### src/rtl/uart_tx_arbiter.sv
// Round-robin arbiter that serialises multi-byte packets from NUM_REQ sources onto one UART transmitter.
// Optional tx_busy watchdog is enabled by defining UART_TX_ARB_TIMEOUT_EN.
module uart_tx_arbiter #(
  parameter int          NUM_REQ  = 4,
  parameter logic [17:0] BYTE_GAP = 18'hfff,
  parameter logic [17:0] PACK_GAP = 18'h3ffff,
  parameter logic [17:0] TIMEOUT  = 18'h3ffff
) (
  input  logic                   CLK,
  input  logic                   reset,
  input  logic [NUM_REQ-1:0]     req,
  input  logic [2*NUM_REQ-1:0]   req_len,
  input  logic [32*NUM_REQ-1:0]  req_data,
  output logic [NUM_REQ-1:0]     grant,
  output logic [NUM_REQ-1:0]     done,
  output logic                   tx_start,
  output logic [7:0]             tx_data,
  input  logic                   tx_busy,
  output logic                   arb_busy,
  output logic                   tx_err
);

  localparam int IDX_W = (NUM_REQ > 1) ? $clog2(NUM_REQ) : 1;
  localparam int CNT_W = $bits(TIMEOUT);
  localparam logic [CNT_W-1:0]   CNT_ONE = CNT_W'(1);
  localparam logic [NUM_REQ-1:0] ONE_HOT = {{(NUM_REQ-1){1'b0}}, 1'b1};

  localparam logic [2:0] IDLE   = 3'd0;
  localparam logic [2:0] START  = 3'd1;
  localparam logic [2:0] SETTLE = 3'd2;
  localparam logic [2:0] WAIT   = 3'd3;
  localparam logic [2:0] GAP    = 3'd4;

  logic [2:0]       state_r;
  logic [IDX_W-1:0] rr_ptr_r;
  logic [1:0]       byte_idx_r;
  logic [1:0]       len_r;
  logic [31:0]      data_r;
  logic [CNT_W-1:0] gap_r;
`ifdef UART_TX_ARB_TIMEOUT_EN
  logic [CNT_W-1:0] wd_r;
`endif

  logic             found_s;
  logic [IDX_W-1:0] win_s;
  logic [IDX_W-1:0] cand_s;
  logic [IDX_W-1:0] nxt_ptr_s;

  // Round-robin scan of req starting at rr_ptr; first set bit wins.
  always_comb begin
    found_s = 1'b0;
    win_s   = {IDX_W{1'b0}};
    cand_s  = {IDX_W{1'b0}};
    for (int i = 0; i < NUM_REQ; i++) begin
      cand_s = IDX_W'((int'(rr_ptr_r) + i) % NUM_REQ);
      if (!found_s && req[cand_s]) begin
        found_s = 1'b1;
        win_s   = cand_s;
      end else begin
        found_s = found_s;
      end
    end
    if (win_s == IDX_W'(NUM_REQ - 1)) begin
      nxt_ptr_s = {IDX_W{1'b0}};
    end else begin
      nxt_ptr_s = win_s + IDX_W'(1);
    end
  end

  // Packet sequencer: grant, per-byte start pulse, busy wait, gap timing, completion.
  always_ff @(posedge CLK) begin
    if (reset) begin
      state_r    <= IDLE;
      rr_ptr_r   <= {IDX_W{1'b0}};
      byte_idx_r <= 2'd0;
      len_r      <= 2'd0;
      data_r     <= 32'h0000_0000;
      gap_r      <= {CNT_W{1'b0}};
      grant      <= {NUM_REQ{1'b0}};
      done       <= {NUM_REQ{1'b0}};
      tx_start   <= 1'b0;
      tx_data    <= 8'h00;
      arb_busy   <= 1'b0;
`ifdef UART_TX_ARB_TIMEOUT_EN
      wd_r       <= {CNT_W{1'b0}};
      tx_err     <= 1'b0;
`endif
    end else begin
      tx_start <= 1'b0;
      done     <= {NUM_REQ{1'b0}};
      case (state_r)
        IDLE: begin
          if (found_s) begin
            grant      <= ONE_HOT << win_s;
            data_r     <= req_data[win_s*32 +: 32];
            len_r      <= req_len[win_s*2 +: 2];
            byte_idx_r <= 2'd0;
            rr_ptr_r   <= nxt_ptr_s;
            arb_busy   <= 1'b1;
            state_r    <= START;
          end else begin
            state_r <= IDLE;
          end
        end
        START: begin
          tx_data  <= data_r[{byte_idx_r, 3'b000} +: 8];
          tx_start <= 1'b1;
          state_r  <= SETTLE;
        end
        SETTLE: begin
          // The transmitter raises busy one cycle after start, so don't look at it yet.
`ifdef UART_TX_ARB_TIMEOUT_EN
          wd_r    <= {CNT_W{1'b0}};
`endif
          state_r <= WAIT;
        end
        WAIT: begin
          if (!tx_busy) begin
            gap_r   <= (byte_idx_r != len_r) ? BYTE_GAP : PACK_GAP;
            state_r <= GAP;
          end else begin
`ifdef UART_TX_ARB_TIMEOUT_EN
            if (wd_r == TIMEOUT - CNT_ONE) begin
              grant    <= {NUM_REQ{1'b0}};
              done     <= grant;
              tx_err   <= 1'b1;
              arb_busy <= 1'b0;
              state_r  <= IDLE;
            end else begin
              wd_r <= wd_r + CNT_ONE;
            end
`else
            state_r <= WAIT;
`endif
          end
        end
        GAP: begin
          if (gap_r != {CNT_W{1'b0}}) begin
            gap_r <= gap_r - CNT_ONE;
          end else if (byte_idx_r != len_r) begin
            byte_idx_r <= byte_idx_r + 2'd1;
            state_r    <= START;
          end else begin
            grant    <= {NUM_REQ{1'b0}};
            done     <= grant;
            arb_busy <= 1'b0;
            state_r  <= IDLE;
          end
        end
        default: begin
          grant    <= {NUM_REQ{1'b0}};
          arb_busy <= 1'b0;
          state_r  <= IDLE;
        end
      endcase
    end
  end

`ifndef UART_TX_ARB_TIMEOUT_EN
  assign tx_err = 1'b0;
`endif

endmodule

### config.mk
export PLATFORM = sky130hd
export DESIGN_NAME = uart_tx_arbiter
export DESIGN_NICKNAME = d
export VERILOG_FILES = /design/src/rtl/uart_tx_arbiter.sv
export SDC_FILE = /design/constraint.sdc
export NUM_CORES = 1
export LEC_CHECK = 0
export CAP_MARGIN = 20
export CELL_PAD_IN_SITES_DETAIL_PLACEMENT = 0
export CELL_PAD_IN_SITES_GLOBAL_PLACEMENT = 1
export CORE_MARGIN = 2
export CORE_UTILIZATION = 35
export CTS_CLUSTER_DIAMETER = 200
export DETAILED_ROUTE_END_ITERATION = 8
export PLACE_DENSITY_LB_ADDON = 0.1
export SLEW_MARGIN = 10
export SYNTH_ARGS = -nofsm -noshare
export SYNTH_HDL_FRONTEND = slang
export SYNTH_SLANG_ARGS = --single-unit
export TNS_END_PERCENT = 20
### constraint.sdc
create_clock -name CLK -period 7.1 [get_ports CLK]
set_input_delay 2.13 -clock CLK [delete_from_list [all_inputs] [get_ports CLK]]
set_output_delay 2.13 -clock CLK [all_outputs]
set_load 0.05 [all_outputs]
==> results of run 1 <==
[layout by cell type, fill, tap and decap left out, drive strengths merged, types with 3 or more instances in the layout]
cell	count
clkdlybuf4s50	160
dfxtp	77
mux2i	70
nand2	66
o221ai	34
a21oi	30
nor2	27
clkbuf	11
xnor2	9
o21ai	8
mux4	8
buf	8
inv	7
nor4	7
nor3	6
and2	6
nand2b	5
a2bb2oi	5
a31oi	5
nand3	5
ha	5
or4	5
a211oi	4
a311oi	3
nand4	3
nand3b	3
or3	3
clkinv	3
[flip-flops by register name, indices dropped and copies added (netlist names)]
| name | cells |
|---|---|
| arb_busy | 1 |
| byte_idx_r | 2 |
| data_r | 32 |
| done | 4 |
| gap_r | 18 |
| grant | 4 |
| len_r | 2 |
| rr_ptr_r | 2 |
| state_r | 3 |
| tx_data | 8 |
| tx_start | 1 |
[layer usage]
metal	share of wire	track usage	vias up
met1	0.42	0.234	1856
met5	0	0	-
li1	-	-	2020
met4	0.0070	0.0602	0
met2	0.52	0.341	94
met3	0.047	0.0466	4
[report_power, final]
part / switching [mW] / internal, mW / leakage [nW]
Sequential: 0.0372 / 0.480 / 0.630
Combinational: 0.189 / 0.196 / 1.47
Clock: 0.171 / 0.279 / 0.145
[how the worst max path moves through the flow]
stage	from	to	depth (start not counted)
finish	tx_busy	gap_r[15]	6
global route	tx_busy	gap_r[15]	6
CTS	req[0]	data_r[24]	6
detailed placement	req[0]	data_r[24]	6
global placement	req[0]	data_r[26]	6
floorplan	req[0]	grant[1]	9
[per-stage QoR]
stage	cell area (um2)	hold slack (ns)
3_5_place_dp	5930	0.447
3_3_place_gp	5930	0.440
6_report	6240	0.456
5_1_grt	6240	0.483
2_1_floorplan	4250	0.427
4_1_cts	6220	0.457
[cell type report]
cell class / count / area share
Multi-Input combinational cell: 344 / 0.405
Timing Repair Buffer: 168 / 0.268
Sequential cell: 77 / 0.247
Clock buffer: 11 / 0.0389
Tap cell: 147 / 0.0295
Clock inverter: 4 / 0.00782
Inverter: 7 / 0.00421
[logic make-up (layout without fill, tap and decap cells)]
logic type | count (synthesis) | after routing | synth area share
AND/OR/NAND/NOR | 146 | 146 | 0.167
AO/OA/AOI/OAI | 103 | 103 | 0.178
multiplexers | 79 | 79 | 0.210
flip-flops | 77 | 77 | 0.362
buffers and inverters | 46 | 190 | 0.0471
XOR/XNOR | 10 | 10 | 0.0206
adder cells (fa/ha/maj) | 5 | 5 | 0.0147
other | 1 | 1 | 0.000882
[critical path, stage by stage]
cell	delay, ns
sky130_fd_sc_hd__clkdlybuf4s50_1	0.46
sky130_fd_sc_hd__nand4bb_1	0.77
sky130_fd_sc_hd__and2_2	0.52
sky130_fd_sc_hd__a31oi_1	0.48
sky130_fd_sc_hd__o21ai_0	0.23
sky130_fd_sc_hd__a21oi_1	0.16
==> flow_metrics.py, run 1 <==
metrics = {
    "clock_tree": {
        "tritoncts": "done",
        "post-cts-setup-buffers": 0,
        "cts_buffers": 9,
        "ctsRootBufferMaster": "sky130_fd_sc_hd__clkbuf_16",
        "clkSinkCount": 77,
        "htree_levels": 3,
        "clk-insertion-delay-late_ns": 0.33,
        "cts_hold_repair.buffers": 0,
        "path_clk_slew_ns": 0.06,
        "cts-resized-gates": 0,
        "cts_max_path_buffers": 2,
    },
    "floorplanning": {
        "top_level_ports": 162,
        "die_height_um": 114,
        "design.die.area_um2": 13100,
        "num_rows": 40,
        "die_x_um": 114,
        "initial_core_util": 0.356,
        "design.core.area_um2": 12000,
    },
    "logic_synthesis": {
        "netlist-cell-type-count": 57,
        "synth_seq_cells": 77,
        "synthesis.area_um2": 4250,
        "avgSynthCellArea_um2": 9.11,
        "synth_sequential_area_ratio": 0.362,
        "synthCells": 467,
        "yosys.area.top_type": "sky130_fd_sc_hd__dfxtp_1",
        "synth.top_cell.area_share": 0.362,
        "postSynthNetCount": 615,
        "commonest_register_cell_after_synthesis": "sky130_fd_sc_hd__dfxtp_1",
        "synth_commonest_cells": "77 x sky130_fd_sc_hd__dfxtp_1, 70 x sky130_fd_sc_hd__mux2i_1, 66 x sky130_fd_sc_hd__nand2_1",
        "synth.yosys.warnings": 0,
        "most_repeated_cell_in_the_gate_level_netlist_after_synthesis": "sky130_fd_sc_hd__dfxtp_1",
        "synth.top_cells.by_area": "sky130_fd_sc_hd__dfxtp_1 36%, sky130_fd_sc_hd__mux2i_1 16%, sky130_fd_sc_hd__o221ai_1 7.0%",
        "synthArstFlopShare": 0,
        "synth-edff-count": 0,
    },
    "finish": {
        "multi_input_combinational_cell_area_um2": 2520,
        "layout.cells.non_filler": 758,
        "area_growth_pct": 46.6,
        "final_nets": 755,
        "final_layout_size_suffix_gt1_frac": 0.0704,
        "layout.core_utilization": 0.521,
        "regArea_um2": 1540,
        "num_antenna_cells": 0,
        "num-fill-cells": 1118,
    },
    "routing": {
        "route.detailed.wl_per_inst_um": 16.0,
        "vias_per_cell": 5.24,
        "route.final.wire_length_mm": 12.2,
        "route.antenna.remaining_nets": 0,
        "vias": 3974,
        "dr.pass1.iters": 5,
        "post-route-drc-count": 0,
        "detailedRoute.firstIterationViolations": 262,
    },
    "placement": {
        "post-place-ws_ns": 2.15,
        "placed_cells_incl_taps": 742,
        "io_buffer_count": 160,
        "routabilityCongestion": 0.803,
        "dp_hpwl_mm": 9.35,
    },
    "power_and_ir_drop": {
        "vdd_ir_drop_max_v": 0.000132,
        "power_leakage_nw": 2.24,
        "power_consumption_mw": 1.35,
        "p_per_area_nw_per_um2": 217,
    },
    "timing": {
        "postLayoutSetupSlackWorst_ns": 2.60,
        "timing.final.max_slew_violations": 0,
        "max_slew_margin": 0.431,
        "max_freq_ghz": 0.222,
        "period_share": 0.634,
        "report.final.setup_viol": 0,
        "tns_ns": 0,
        "finalClockSkew_ns": 0.00467,
        "layout_min_cycle_time_ns": 4.50,
        "worst-slew-pin-transition_ns": 0.853,
        "grt_setup_unrepaired": "no",
        "final-hold-violation-count": 0,
    },
    "global_routing": {
        "antenna_violations_before_repair": 0,
        "grt_usage": 0.194,
        "grt.overflow.total": 0,
        "vias_in_the_first_global_route": 4060,
        "first_pass_grt_wire_length_mm": 19.9,
        "grt_max_degree": 50,
    },
    "min_path": {
        "whs_path_depth": 2,
        "hold_path_startpoint": "tx_data[6]",
        "min_path_type": "reg -> reg",
        "hold_end": "tx_data[6]",
    },
    "status": {
        "status": "finished, final reports clean",
    },
    "critical_path": {
        "rr_startpoint": "state_r[2]",
        "reg2reg_depth": 5,
        "crit_required_ns": 7.36,
        "reg2reg_slack_ns": 4.40,
        "critPathMaxFanout": 19,
        "worst_setup_path_start_kind": "input port",
        "worstReg2RegEnd": "gap_r[15]",
        "worst_ep_arrival_time_ns": 4.76,
        "critical_path_endpoint_category": "register",
        "worst-setup-path-type": "in -> reg",
    },
    "job": {
        "max-cap-violations": 0,
    },
}
No activity file was read; power rests on OpenSTA's default activity.
==> run 2, diff against run 1 <==
- CORE_UTILIZATION: 35 -> 32
- clock period: 7.1 -> 4.62 ns (I/O delays scaled with it)
==> flow_metrics.py, run 2 (synthesis results as in run 1) <==
metrics = {
    "floorplanning": {
        "num_rows": 42,
        "die_x_um": 119,
        "top_level_ports": 162,
        "die_height_um": 119,
        "design.core.area_um2": 13100,
        "design.die.area_um2": 14200,
        "initial_core_util": 0.324,
    },
    "clock_tree": {
        "cts_hold_repair.buffers": 0,
        "cts_max_path_buffers": 2,
        "clkSinkCount": 77,
        "post-cts-setup-buffers": 0,
        "clk-insertion-delay-late_ns": 0.33,
        "cts-resized-gates": 0,
        "htree_levels": 3,
        "ctsRootBufferMaster": "sky130_fd_sc_hd__clkbuf_16",
        "path_clk_slew_ns": 0.06,
        "cts_buffers": 9,
        "tritoncts": "done",
    },
    "critical_path": {
        "worst_ep_arrival_time_ns": 3.53,
        "setup.worst_path.start": "req[0]",
        "reg2reg_depth": 5,
        "rr_startpoint": "gap_r[7]",
        "reg2reg_slack_ns": 1.77,
        "critPathMaxFanout": 35,
        "crit_required_ns": 4.81,
        "critical_path_endpoint_category": "register",
        "worstReg2RegEnd": "gap_r[17]",
        "worst_setup_path_start_kind": "input port",
        "worst-setup-path-type": "in -> reg",
    },
    "timing": {
        "tns_ns": 0,
        "max_slew_margin": 0.348,
        "max_freq_ghz": 0.299,
        "final-hold-violation-count": 0,
        "finalClockSkew_ns": 0.00672,
        "grt_setup_unrepaired": "no",
        "layout_min_cycle_time_ns": 3.35,
        "timing.final.max_slew_violations": 0,
        "worst-slew-pin-transition_ns": 0.970,
        "fin_worst_hold_slack_ns": 0.455,
        "period_share": 0.724,
        "report.final.setup_viol": 0,
    },
    "status": {
        "status": "finished, final reports clean",
    },
    "global_routing": {
        "grt_usage": 0.184,
        "grt.overflow.total": 0,
        "grt_max_degree": 36,
        "first_pass_grt_wire_length_mm": 20.8,
        "antenna_violations_before_repair": 0,
        "vias_in_the_first_global_route": 4169,
    },
    "finish": {
        "largest_register_ffs": 32,
        "layout_top_registers": "data_r: 32 flops, gap_r: 18 flops, tx_data: 8 flops",
        "final_common_cell": "sky130_fd_sc_hd__clkdlybuf4s50_1",
        "layout.cells.non_filler": 788,
        "num-fill-cells": 1286,
        "final_cell_mix": "160 x sky130_fd_sc_hd__clkdlybuf4s50_1, 77 x sky130_fd_sc_hd__dfxtp_1, 70 x sky130_fd_sc_hd__mux2i_1",
        "final_nets": 757,
        "area_growth_pct": 48.3,
        "finalInstanceArea_um2": 6310,
        "final_layout_size_suffix_gt1_frac": 0.0752,
        "num_antenna_cells": 0,
        "reg_with_most_ffs": "data_r",
    },
    "routing": {
        "route.detailed.wl_per_inst_um": 16.3,
        "route.antenna.remaining_nets": 0,
        "vias": 4053,
        "route.final.wire_length_mm": 12.8,
        "detailedRoute.firstIterationViolations": 272,
        "post-route-drc-count": 0,
        "dr.pass1.iters": 4,
        "vias_per_cell": 5.14,
    },
    "power_and_ir_drop": {
        "vdd_ir_drop_max_v": 0.000190,
        "power_leakage_nw": 2.26,
        "power_consumption_mw": 2.13,
        "p_per_area_nw_per_um2": 338,
    },
    "min_path": {
        "hold_end": "tx_data[0]",
        "hold_path_startpoint": "tx_data[0]",
        "whs_path_depth": 2,
        "min_path_type": "reg -> reg",
    },
    "placement": {
        "postPlaceCellArea_um2": 6000,
        "routabilityCongestion": 0.825,
        "io_buffer_count": 160,
        "placed_cells_incl_taps": 773,
        "dp_hpwl_mm": 9.72,
    },
    "job": {
        "max-cap-violations": 0,
    },
}
run 2: changes by cell type in the layout (fill, tap and decap cells not counted):
cell                         change
sky130_fd_sc_hd__clkbuf_8        -1
sky130_fd_sc_hd__clkinv_4        -1
sky130_fd_sc_hd__buf_4           +1
sky130_fd_sc_hd__nor4_1          -1
sky130_fd_sc_hd__clkinvlp_4      +1
sky130_fd_sc_hd__bufinv_16       +1
sky130_fd_sc_hd__buf_12          +1
sky130_fd_sc_hd__clkbuf_1        -1
sky130_fd_sc_hd__buf_8           -1
sky130_fd_sc_hd__clkbuf_2        +1
sky130_fd_sc_hd__nor4_2          +1
run 2: critical path: stages:
cell and delay [ns]:
sky130_fd_sc_hd__clkdlybuf4s50_1 0.49, sky130_fd_sc_hd__a21oi_1 0.17, sky130_fd_sc_hd__o21ai_0 0.10, sky130_fd_sc_hd__o2bb2a_4 0.60, sky130_fd_sc_hd__buf_12 0.31, sky130_fd_sc_hd__mux2i_1 0.27
sky130_fd_sc_hd__o221ai_1 0.17
run 2: layer usage:
metal / GRT usage / part of all wire / vias to the layer above
met5: 0 / 0 / -
met4: 0.0515 / 0.011 / 0
met3: 0.0445 / 0.055 / 10
met2: 0.339 / 0.52 / 133
met1: 0.210 / 0.42 / 1884
li1: - / - / 2026
run 2: cell type report:
cell class / instances / area (um2) / area share
Clock buffer: 9 / 225 / 0.0357
Clock inverter: 5 / 77.6 / 0.0123
Tap cell: 176 / 220 / 0.0349
Inverter: 7 / 26.3 / 0.00417
Timing Repair Buffer: 170 / 1690 / 0.267
Sequential cell: 77 / 1540 / 0.244
Multi-Input combinational cell: 344 / 2530 / 0.401
run 2: how the worst max path moves through the flow:
stage	end	slack (ns)
final	data_r[23]	1.27
after global placement	data_r[23]	0.97
after detailed placement	data_r[23]	0.92
after CTS	data_r[23]	1.27
after floorplan	grant[1]	1.60
after global routing	data_r[23]	1.11
run 2: power breakdown:
part / switching, mW / leakage (nW) / internal, mW
combinational: 0.295 / 1.48 / 0.304
clock: 0.273 / 0.147 / 0.465
sequential: 0.0572 / 0.630 / 0.738
total: 0.625 / 2.26 / 1.51
run 2: stage by stage:
step,util,setup WS [ns]
3_3_place_gp,0.457,0.975
6_report,0.480,1.27
4_1_cts,0.480,1.27
5_1_grt,0.480,1.11
3_5_place_dp,0.457,0.916
2_1_floorplan,-,1.60
==> run 3, diff against run 2 <==
- CORE_UTILIZATION: 32 -> 29
- clock period: 4.62 -> 2.7 ns (I/O delays scaled with it)
==> flow_metrics.py, run 3 (synthesis results as in run 1) <==
metrics = {
    "routing": {
        "dr.pass1.iters": 4,
        "detailedRoute.firstIterationViolations": 164,
        "vias": 4147,
        "post-route-drc-count": 0,
        "route.final.wire_length_mm": 13.0,
        "route.antenna.remaining_nets": 0,
        "vias_per_cell": 5.07,
        "route.detailed.wl_per_inst_um": 15.9,
    },
    "power_and_ir_drop": {
        "p_per_area_nw_per_um2": 562,
        "vdd_ir_drop_max_v": 0.000313,
        "power_leakage_nw": 2.38,
    },
    "floorplanning": {
        "die_x_um": 125,
        "die_height_um": 125,
        "top_level_ports": 162,
        "initial_core_util": 0.295,
        "num_rows": 44,
        "design.die.area_um2": 15700,
        "design.core.area_um2": 14400,
    },
    "clock_tree": {
        "cts_hold_repair.buffers": 0,
        "cts_buffers": 9,
        "post-cts-setup-buffers": 0,
        "path_clk_slew_ns": 0.06,
        "tritoncts": "done",
        "clk-insertion-delay-late_ns": 0.34,
        "htree_levels": 3,
        "ctsRootBufferMaster": "sky130_fd_sc_hd__clkbuf_16",
        "cts-resized-gates": 0,
        "clkSinkCount": 77,
        "cts_max_path_buffers": 2,
    },
    "timing": {
        "fin_worst_hold_slack_ns": 0.454,
        "max_freq_ghz": 0.415,
        "grt_setup_unrepaired": "no",
        "layout_min_cycle_time_ns": 2.41,
        "tns_ns": 0,
        "finalClockSkew_ns": 0.00546,
        "worst-slew-pin-transition_ns": 0.560,
        "final-hold-violation-count": 0,
        "timing.final.max_slew_violations": 0,
        "period_share": 0.892,
        "report.final.setup_viol": 0,
        "max_slew_margin": 0.625,
    },
    "placement": {
        "placed_cells_incl_taps": 802,
        "io_buffer_count": 160,
        "dp_hpwl_mm": 10.1,
        "routabilityCongestion": 0.792,
    },
    "critical_path": {
        "critPathTopFamily": "simple AND/OR/NAND/NOR gates",
        "crit_required_ns": 2.97,
        "critical_path.max_stage_delay_ns": 0.67,
        "critPathMaxFanout": 7,
        "worst-path-buf-inv": 0,
        "reg2reg_slack_ns": 0.29,
        "worst_ep_arrival_time_ns": 2.68,
        "critical_path.slowest_cell": "sky130_fd_sc_hd__or4_1",
        "timing.critical_path.cells": "or4_1 -> or4b_4 -> a211o_2 -> mux2_2 -> a21oi_1",
        "critical_path_endpoint_category": "register",
        "worst-setup-path-type": "reg -> reg",
        "worst_setup_path_start_kind": "register",
    },
    "global_routing": {
        "grt_usage": 0.167,
        "antenna_violations_before_repair": 0,
        "grt.overflow.total": 0,
        "first_pass_grt_wire_length_mm": 21.0,
        "vias_in_the_first_global_route": 4243,
        "grt_max_degree": 35,
    },
    "finish": {
        "layout.core_utilization": 0.451,
        "layout.cells.non_filler": 818,
        "final_nets": 777,
        "largest_register_ffs": 32,
        "area_growth_pct": 52.9,
        "layout_top_registers": "data_r: 32 flops, gap_r: 18 flops, tx_data: 8 flops",
        "reg_with_most_ffs": "data_r",
        "num_antenna_cells": 0,
        "num-fill-cells": 1420,
        "final_cell_mix": "160 x sky130_fd_sc_hd__clkdlybuf4s50_1, 77 x sky130_fd_sc_hd__dfxtp_1, 70 x sky130_fd_sc_hd__mux2i_1",
        "final_layout_size_suffix_gt1_frac": 0.103,
        "final_common_cell": "sky130_fd_sc_hd__clkdlybuf4s50_1",
    },
    "job": {
        "max-cap-violations": 0,
    },
    "min_path": {
        "min_path_type": "reg -> reg",
    },
    "status": {
        "status": "finished, final reports clean",
    },
}
==> run 3: per-stage QoR <==
step	area, um2	setup slack, ns	power, mW
after floorplan	4250	0.257	1.99
after global placement	6210	-0.0428	2.48
after detailed placement	6210	-0.0429	2.49
after CTS	6510	0.286	3.70
after global routing	6510	0.182	3.86
final	6510	0.291	3.66
==> run 3: per-layer routing <==
layer | wire, um | vias to the layer above | part of all wire | track usage
li1 | - | 2067 | - | -
met1 | 5440 | 1951 | 0.42 | 0.189
met2 | 6670 | 119 | 0.51 | 0.302
met3 | 753 | 10 | 0.058 | 0.0539
met4 | 152 | 0 | 0.012 | 0.0431
met5 | 0 | - | 0 | 0
==> run 3: cell type report <==
cell class	instances	area, um2	share of cell area
Clock buffer	12	246	0.0379
Sequential cell	77	1540	0.237
Multi-Input combinational cell	344	2520	0.388
Clock inverter	4	47.5	0.00731
Tap cell	184	230	0.0354
Timing Repair Buffer	190	1890	0.290
Inverter	7	26.3	0.00404
==> run 3: power breakdown <==
| group | leakage (nW) | switching (mW) | total (mW) | internal, mW |
|---|---|---|---|---|
| clock | 0.143 | 0.460 | 1.20 | 0.738 |
| combinational | 1.60 | 0.520 | 1.09 | 0.575 |
| sequential | 0.630 | 0.0997 | 1.36 | 1.26 |
==> run 3: final timing paths <==
| path | cells past startpoint | endpoint | startpoint |
|---|---|---|---|
| worst max-delay path | 5 | gap_r[11] | gap_r[2] |
| worst min-delay path | 2 | tx_data[0] | tx_data[0] |
| worst min register to register | 2 | tx_data[0] | tx_data[0] |
| worst max register to register | 5 | gap_r[11] | gap_r[2] |
==> run 3: worst reg2reg max path, cell delays in order (launching register included) <==
cell                      delay [ns]
sky130_fd_sc_hd__dfxtp_1        0.34
sky130_fd_sc_hd__or4_1          0.67
sky130_fd_sc_hd__or4b_4         0.63
sky130_fd_sc_hd__a211o_2        0.32
sky130_fd_sc_hd__mux2_2         0.25
sky130_fd_sc_hd__a21oi_1        0.13
